File: src/rtl/stack_unit.sv
// stack_unit: dual hardware stack (data + return) for the Forth core.
// Each stack supports push/pop/replace every cycle; i_XFER moves a cell
// between the stacks atomically. TOS/NOS/RTOS are masked to zero when the
// corresponding entries do not exist. Error flags are sticky.
// Optional build macro STACK_UNIT_WRAP_EN: when defined, a push into a full
// stack overwrites the oldest cell (circular stack) instead of being dropped.
module stack_unit #(
  parameter int WIDTH = 16,
  parameter int DEPTH = 16,
  parameter int AW    = $clog2(DEPTH)
) (
  input  logic             i_CLOCK,
  input  logic             i_RESET,
  input  logic [1:0]       i_DOP,
  input  logic [WIDTH-1:0] i_DDATA,
  input  logic [1:0]       i_ROP,
  input  logic [WIDTH-1:0] i_RDATA,
  input  logic [1:0]       i_XFER,
  input  logic             i_CLRERR,
  output logic [WIDTH-1:0] o_TOS,
  output logic [WIDTH-1:0] o_NOS,
  output logic [WIDTH-1:0] o_RTOS,
  output logic [AW:0]      o_DDEPTH,
  output logic [AW:0]      o_RDEPTH,
  output logic             f_DOVF,
  output logic             f_DUNF,
  output logic             f_ROVF,
  output logic             f_RUNF
);

`ifdef STACK_UNIT_WRAP_EN
  localparam bit WRAP_EN = 1'b1;
`else
  localparam bit WRAP_EN = 1'b0;
`endif

  localparam logic [1:0]    OP_PUSH = 2'b01;
  localparam logic [1:0]    OP_POP  = 2'b10;
  localparam logic [1:0]    OP_REPL = 2'b11;
  localparam logic [1:0]    XF_D2R  = 2'b01;
  localparam logic [1:0]    XF_R2D  = 2'b10;
  localparam logic [AW:0]   FULL    = (AW+1)'(DEPTH);
  localparam logic [AW-1:0] ONE     = 1;
  localparam logic [AW-1:0] TWO     = 2;

  logic [WIDTH-1:0] dMem_q [DEPTH];
  logic [WIDTH-1:0] rMem_q [DEPTH];
  logic [AW-1:0]    dPtr_q, dPtr_d, rPtr_q, rPtr_d;
  logic [AW:0]      dCnt_q, dCnt_d, rCnt_q, rCnt_d;
  logic             dOvf_q, dUnf_q, rOvf_q, rUnf_q;

  logic             dEmpty, dFull, rEmpty, rFull;
  logic [WIDTH-1:0] dTosRaw, dNosRaw, rTosRaw;
  logic             dPush, dPop, dRepl, rPush, rPop, rRepl;
  logic [WIDTH-1:0] dWData, rWData;
  logic             setDOvf, setDUnf, setROvf, setRUnf;

  assign dEmpty  = (dCnt_q == '0);
  assign rEmpty  = (rCnt_q == '0);
  assign dFull   = (dCnt_q == FULL);
  assign rFull   = (rCnt_q == FULL);
  assign dTosRaw = dMem_q[dPtr_q - ONE];
  assign dNosRaw = dMem_q[dPtr_q - TWO];
  assign rTosRaw = rMem_q[rPtr_q - ONE];

  // Decode the requested operations into legal per-stack actions and error events
  always_comb begin
    dPush   = 1'b0;
    dPop    = 1'b0;
    dRepl   = 1'b0;
    rPush   = 1'b0;
    rPop    = 1'b0;
    rRepl   = 1'b0;
    dWData  = i_DDATA;
    rWData  = i_RDATA;
    setDOvf = 1'b0;
    setDUnf = 1'b0;
    setROvf = 1'b0;
    setRUnf = 1'b0;
    if (i_XFER == XF_D2R) begin
      setDUnf = dEmpty;
      setROvf = rFull;
      if (!dEmpty && (!rFull || WRAP_EN)) begin
        dPop   = 1'b1;
        rPush  = 1'b1;
        rWData = dTosRaw;
      end
    end else if (i_XFER == XF_R2D) begin
      setRUnf = rEmpty;
      setDOvf = dFull;
      if (!rEmpty && (!dFull || WRAP_EN)) begin
        rPop   = 1'b1;
        dPush  = 1'b1;
        dWData = rTosRaw;
      end
    end else begin
      case (i_DOP)
        OP_PUSH: begin
          setDOvf = dFull;
          dPush   = !dFull || WRAP_EN;
        end
        OP_POP: begin
          setDUnf = dEmpty;
          dPop    = !dEmpty;
        end
        OP_REPL: begin
          setDUnf = dEmpty;
          dRepl   = !dEmpty;
        end
        default: ;
      endcase
      case (i_ROP)
        OP_PUSH: begin
          setROvf = rFull;
          rPush   = !rFull || WRAP_EN;
        end
        OP_POP: begin
          setRUnf = rEmpty;
          rPop    = !rEmpty;
        end
        OP_REPL: begin
          setRUnf = rEmpty;
          rRepl   = !rEmpty;
        end
        default: ;
      endcase
    end
  end

  // Next pointer and clamped occupancy for both stacks
  always_comb begin
    dPtr_d = dPtr_q;
    dCnt_d = dCnt_q;
    rPtr_d = rPtr_q;
    rCnt_d = rCnt_q;
    if (dPush) begin
      dPtr_d = dPtr_q + ONE;
      if (!dFull) dCnt_d = dCnt_q + 1'b1;
    end else if (dPop) begin
      dPtr_d = dPtr_q - ONE;
      dCnt_d = dCnt_q - 1'b1;
    end
    if (rPush) begin
      rPtr_d = rPtr_q + ONE;
      if (!rFull) rCnt_d = rCnt_q + 1'b1;
    end else if (rPop) begin
      rPtr_d = rPtr_q - ONE;
      rCnt_d = rCnt_q - 1'b1;
    end
  end

  // Pointers, counts and sticky flags; flag setting wins over a same-cycle clear
  always_ff @(posedge i_CLOCK) begin
    if (i_RESET) begin
      dPtr_q <= '0;
      dCnt_q <= '0;
      rPtr_q <= '0;
      rCnt_q <= '0;
      dOvf_q <= 1'b0;
      dUnf_q <= 1'b0;
      rOvf_q <= 1'b0;
      rUnf_q <= 1'b0;
    end else begin
      dPtr_q <= dPtr_d;
      dCnt_q <= dCnt_d;
      rPtr_q <= rPtr_d;
      rCnt_q <= rCnt_d;
      dOvf_q <= setDOvf | (dOvf_q & ~i_CLRERR);
      dUnf_q <= setDUnf | (dUnf_q & ~i_CLRERR);
      rOvf_q <= setROvf | (rOvf_q & ~i_CLRERR);
      rUnf_q <= setRUnf | (rUnf_q & ~i_CLRERR);
    end
  end

  // Cell storage is never cleared; writes are suppressed while reset is asserted
  always_ff @(posedge i_CLOCK) begin
    if (!i_RESET) begin
      if (dPush) dMem_q[dPtr_q] <= dWData;
      else if (dRepl) dMem_q[dPtr_q - ONE] <= dWData;
      if (rPush) rMem_q[rPtr_q] <= rWData;
      else if (rRepl) rMem_q[rPtr_q - ONE] <= rWData;
    end
  end

  assign o_TOS    = dEmpty ? '0 : dTosRaw;
  assign o_NOS    = (dCnt_q < 2) ? '0 : dNosRaw;
  assign o_RTOS   = rEmpty ? '0 : rTosRaw;
  assign o_DDEPTH = dCnt_q;
  assign o_RDEPTH = rCnt_q;
  assign f_DOVF   = dOvf_q;
  assign f_DUNF   = dUnf_q;
  assign f_ROVF   = rOvf_q;
  assign f_RUNF   = rUnf_q;

endmodule

File: config.mk
export PLATFORM = sky130hd
export DESIGN_NAME = stack_unit
export DESIGN_NICKNAME = d
export VERILOG_FILES = /design/src/rtl/stack_unit.sv
export SDC_FILE = /design/constraint.sdc
export NUM_CORES = 1
export LEC_CHECK = 0
export ABC_AREA = 1
export CORE_MARGIN = 3
export CORE_UTILIZATION = 57
export CTS_CLUSTER_SIZE = 24
export DETAILED_ROUTE_END_ITERATION = 8
export DONT_BUFFER_PORTS = 1
export GPL_TIMING_DRIVEN = 0
export PLACE_DENSITY = 0.72
export SYNTH_ARGS = -nofsm -noshare
export SYNTH_HDL_FRONTEND = slang
export SYNTH_SLANG_ARGS = --single-unit
export TNS_END_PERCENT = 100
File: constraint.sdc
create_clock -name i_CLOCK -period 7.85 [get_ports i_CLOCK]
set_input_delay 1.1775 -clock i_CLOCK [delete_from_list [all_inputs] [get_ports i_CLOCK]]
set_output_delay 1.1775 -clock i_CLOCK [all_outputs]
set_load 0.01 [all_outputs]
Word-level counts from Yosys, hierarchy flattened
Memory sizes are Yosys's and may differ from the RTL's.
Cells that the tools add are included.
Storage, ports and cells
  register bits: 22
  latch bits: 0
  memory bits (writable): 512
  ROM bits: 0
  bits of input ports: 41
  memories kept: 2
Memories
  dMem_q: words 16, width 16, rd ports 2, clocked after Yosys merged registers in 0, write ports 1, RTL line 46  | logic [WIDTH-1:0] dMem_q [DEPTH];
  rMem_q: words 16, width 16, rd ports 1, clocked after Yosys merged registers in 0, write ports 1, RTL line 47  | logic [WIDTH-1:0] rMem_q [DEPTH];
Operators by class
  $add $sub $neg: 9
  $mul: 0
  divide/modulo/power cells: 0
  order comparisons: 1
  equal/unequal tests: 12
  shifts and indexed selects: 0
  mux-type cells: 70
  bitwise operators: 9
  reduce and logical (&&, ||, !) cells: 16
Operators with widths (count)
  $mux 16: 10
  $mux 1: 48
  $reduce_or 16->1: 2
  $mux 5: 6
  $mux 4: 6
  $add 5x1->5 const B: 2
  $eq 2x2->1 const B: 5
  $eq 5x5->1 const B: 2
  $logic_not 5->1: 2
  $sub 5x1->5 const B: 2
  $add 4x1->4 const B: 2
  $sub 4x1->4 const B: 2
  $eq 2x1->1 const B: 3
  $lt 5x2->1 const B: 1
  $and 1x1->1: 4
  $logic_not 1->1: 4
  $ne 2x2->1 const B: 2
  $or 1x1->1: 4
  $reduce_and 2->1: 2
  $reduce_bool 2->1: 2
  $reduce_or 2->1: 2
  $sub 4x2->4 const B: 1
  $logic_and 1x1->1: 2
  $not 1->1: 1

Depth between registers and ports, before layout
  depth in word-level cells: 11
  gate-level depth with buffers: 18
  mapped depth without buffers: 18

Least setup slack after synthesis
No wires, ideal clock.
  kind: input port to flip-flop
  start: in i_XFER[1]
  end: mem rMem_q[2][0] (enable)
  library setup time: 0.409 ns
  arrival: 3.327 ns
  path slack: 4.114 ns
  stages on the path: 8
  cells stage by stage: inv_1 > nand2_2 > nand2_4 > nor3_2 > nand3_2 > xor2_1 > inv_1 > nor3_1
On the way
  cells in the longest elaborated chain, start to end: 9
  elaborated cells on any way between the ends: 16
  classes of those cells: eq/ne (2); mux (13); reduce/logical (1)
Ends and longest elaborated chain
  start, declared: RTL line 18  | input logic [1:0] i_XFER,
  $eq 2x2->1: RTL line 88  | end else if (i_XFER == XF_R2D) begin
  $mux 1: RTL line 88
  $mux 1: RTL line 80  | if (i_XFER == XF_D2R) begin
  $mux 1: RTL line 181  | else if (rRepl) rMem_q[rPtr_q - ONE] <= rWData;
  $mux 1: RTL line 180  | if (rPush) rMem_q[rPtr_q] <= rWData;
  $mux 1: RTL line 177  | if (!i_RESET) begin
  $mux 1 (not written as such): RTL line 181
  $reduce_or 16->1 (no source line)
  $mux 4 (no source line) or $mux 1 (tied branches)
  end, declared: RTL line 47
Several ways; a longest one is shown, not always the timed one.

Worst setup path in the final report
  start: reg dPtr_q[1]
  end: out o_TOS[10]
On the way
  cells in the longest elaborated chain, start to end: 3
Ends and longest elaborated chain
  start, declared: RTL line 48  | logic [AW-1:0] dPtr_q, dPtr_d, rPtr_q, rPtr_d;
  start signal, assigned: RTL line 164  | dPtr_q <= dPtr_d;
  $sub 4x1->4: RTL line 62  | assign dTosRaw = dMem_q[dPtr_q - ONE];
  $mem_v2 16x16
  $mux 16: RTL line 185  | assign o_TOS = dEmpty ? '0 : dTosRaw;
  end, declared: RTL line 20  | output logic [WIDTH-1:0] o_TOS,
No other way between the ends.

==> run metrics <==
Final nets 2,382; post-cts repair resize count 0; Cell Rows 75; Critical Path Max Stage Delay 0.78 ns; WP data arrival 5.32 ns; Die X 214 um; routed vias/inst 6.80; Syn Nets 2,309; Final ANT Viol Nets 0; cell mode on critical path clkbuf_1; Area Growth Syn to Fin 11.5%; depth of the worst register-to-register path 12; Final setup violation count 0; RSZ-0062 raised after global routing false; VDD IR max 0.272 mV; fin crit share 82.7%; vias in the first global route 18,600; R2R Setup Slk 2.26 ns; drt pass-1 iters 6; r2r endpoint rMem_q[3][10]; worst-case clock buffer depth 3; final WL 90.9 mm; Max Clock Freq 0.154 GHz; Iter 0 DRT Violations 2,939; sequential area share after synthesis 64.2%; Avg Cell Area, Syn 10.9 um^2; Clock transition at path regs 0.06 ns; Yosys warnings 0; power share of the combinational group 51.1%; share of the synthesized area in the top cell type 62.4%; Die H 214 um; largest net degree at the start of global routing 17; hpwl dp 63.8 mm; Initial Utilization 58.2%; number of max-slew violations in the final report 0; share of layout cells above drive strength 1 9.99%; worst-margin pin slew 1.12 ns; Int Pwr 6.60 mW; GRT overflow 0; Pleak 9.17 nW; Post-Route Setup TNS 0 ns; share of flip-flops with an asynchronous set or reset 0%; I/O pin cnt 103; family with the most delay on the worst path buffers and inverters; Tmin final 6.49 ns; P_sw 6.46 mW; Hold WC Path Type register to register; DR vias 20,100; # DRC 0; Port Buffer Count 0; Reg power frac 28.7%; CP Capture Type output pin; Most used DFF post-synth edfxtp_1; Tot Pwr 13.1 mW; Clock Power Share 20.2%; RR Startpoint dPtr_q[1]; clk root buf clkbuf_16; CTS Hold Bufs 0; GRT Resource Usage Total 38.7%; Avg WL per Cell 30.8 um; FILL cells 3,273; critical path startpoint category register; #FFs+latches synth 534; count of cell types in the netlist 44; cells along the critical path inv_1, clkbuf_1, clkbuf_1, ha_1, buf_2, clkbuf_1, a21oi_1, o21ai_0, o21ai_1, o211ai_1, a21oi_1; first-pass GRT wire length 129 mm; # H-tree levels 2; data required time of the worst path 6.67 ns; worst skew pair latency 0.63 ns; max cap viols 0; Switching Fraction 49.4%; WHS Path Cells 2; CP max stage cell o211ai_1; Post-synth EDFFs 512; Setup Skew 0.0225 ns; total core area 42,300 um^2; cell with the most instances after synthesis edfxtp_1; max_slew headroom 25.2%; crit path kind register to output pin; initial antenna violation count 3; Num CTS Buffers 54; outcome complete, no violations; most common library cells after synthesis edfxtp_1 (512), o21ai_0 (388), nor2_1 (233); TritonCTS clock tree done; critical-path maximum fanout 12; mapped cell area 24,700 um^2; crit path buf inv count 5; Synth Instances 2,257; routability cong. 1.00; worst hold start f_DUNF; setup bufs post-CTS 0; PwrDens 475 nW/um^2; Clock Sink Count 534; Die Area 45,800 um^2; Fin. Hold Viols 0; Hold EP f_DUNF; synth top area cells edfxtp_1 (62%), o21ai_0 (7.9%), a21oi_1 (4.5%), o211ai_1 (3.7%), nor2_1 (3.5%); leading area contributor after synthesis edfxtp_1
area by class of cell:
class / instances / area [um^2] / share of cell area (%)
sequential: 534 / 15800 / 57.5
multi-input combinational: 1398 / 7600 / 27.6
clock buffer: 72 / 1450 / 5.28
buffer: 165 / 736 / 2.68
tap: 577 / 722 / 2.63
inverter: 160 / 601 / 2.19
clock inverter: 27 / 339 / 1.23
timing repair buffer: 17 / 218 / 0.792
antenna: 2 / 5.00 / 0.0182
worst reg2reg max path: cells and delay by family, from the launching register on:
| family | cells | cell delay, ns |
|---|---|---|
| flip-flops | 1 | 0.40 |
| AND/OR/NAND/NOR | 1 | 0.34 |
| adder cells (fa/ha/maj) | 1 | 0.34 |
| buffers and inverters | 5 | 2.39 |
| AO/OA/AOI/OAI | 5 | 1.70 |
layout by cell type, fill, tap and decap left out, types with 6 or more instances in the layout:
cell type and n:
a211oi_1 22, a21oi_1 222, buf_1 16, buf_2 64, buf_6 11, buf_8 8, bufinv_16 6, clkbuf_1 93
clkbuf_16 55, clkinv_1 8, clkinv_2 6, dfxtp_1 22, edfxtp_1 512, ha_1 11, inv_1 147, inv_2 11
nand2_1 102, nand3_1 117, nand3_2 9, nor2_1 210, nor2_2 26, nor3_2 9, o211ai_1 120, o21a_1 32
o21ai_0 388, o21ai_1 25, o221ai_1 33, o22ai_1 31, xor2_1 9
logic make-up (layout without fill, tap and decap cells):
kind of cell	after synthesis	in the layout	share of synthesized area, %
compound gates	884	884	20.5
xor+xnor	14	14	0.634
fa+ha+maj	11	11	0.558
buf+inv	325	441	5.42
flops	534	534	64.2
other cells	0	2	0
simple gates	489	489	8.71
routing by layer:
metal	wire, um	global-route usage [%]	vias up
met5	19	0	-
met4	5390	19.6	2
met3	11600	9.21	269
met2	41300	60.6	1579
met1	32600	50.9	9740
li1	-	-	8487
worst max path at each step:
stage | cells after the start | startpoint | end | slack, ns
after global placement | 11 | dPtr_q[1] | dMem_q[12][2] | 2.19
after floorplan | 8 | i_XFER[1] | rMem_q[2][0] | 4.11
after CTS | 10 | dPtr_q[1] | o_TOS[12] | 1.66
after detailed placement | 10 | dPtr_q[1] | o_TOS[12] | 2.32
after global routing | 11 | dPtr_q[1] | o_TOS[10] | 1.35
final | 11 | dPtr_q[1] | o_TOS[10] | 1.36
sequential cells by signal, summed over array words and instances, names as in the netlist:
| name | flops |
|---|---|
| dMem_q | 256 |
| rMem_q | 256 |
| o_DDEPTH | 5 |
| o_RDEPTH | 5 |
| dPtr_q | 4 |
| rPtr_q | 4 |
| f_DOVF | 1 |
| f_DUNF | 1 |
| f_ROVF | 1 |
| f_RUNF | 1 |
power groups by stage:
stage | registers, mW | logic, mW | clock network [mW]
CTS | 3.74 | 6.35 | 2.63
detailed placement | 3.80 | 6.33 | 0
global route | 3.76 | 6.87 | 2.75
finish | 3.75 | 6.67 | 2.64
floorplan | 3.75 | 3.64 | 0
global placement | 3.80 | 6.20 | 0
metrics by stage:
stage | worst slack [ns] | hold WS, ns | util, % | area, um^2 | std cells
final | 1.36 | 0.513 | 64.9 | 27500 | 2952
after global routing | 1.35 | 0.542 | 64.9 | 27500 | 2952
after CTS | 1.66 | 0.517 | 64.9 | 27500 | 2950
after detailed placement | 2.32 | 0.508 | 60.7 | 25700 | 2851
after global placement | 2.19 | 0.495 | 60.0 | 25400 | 2834
after floorplan | 4.11 | 0.473 | - | 24700 | 2257
Note: power is estimated with default switching activity, not from simulation.
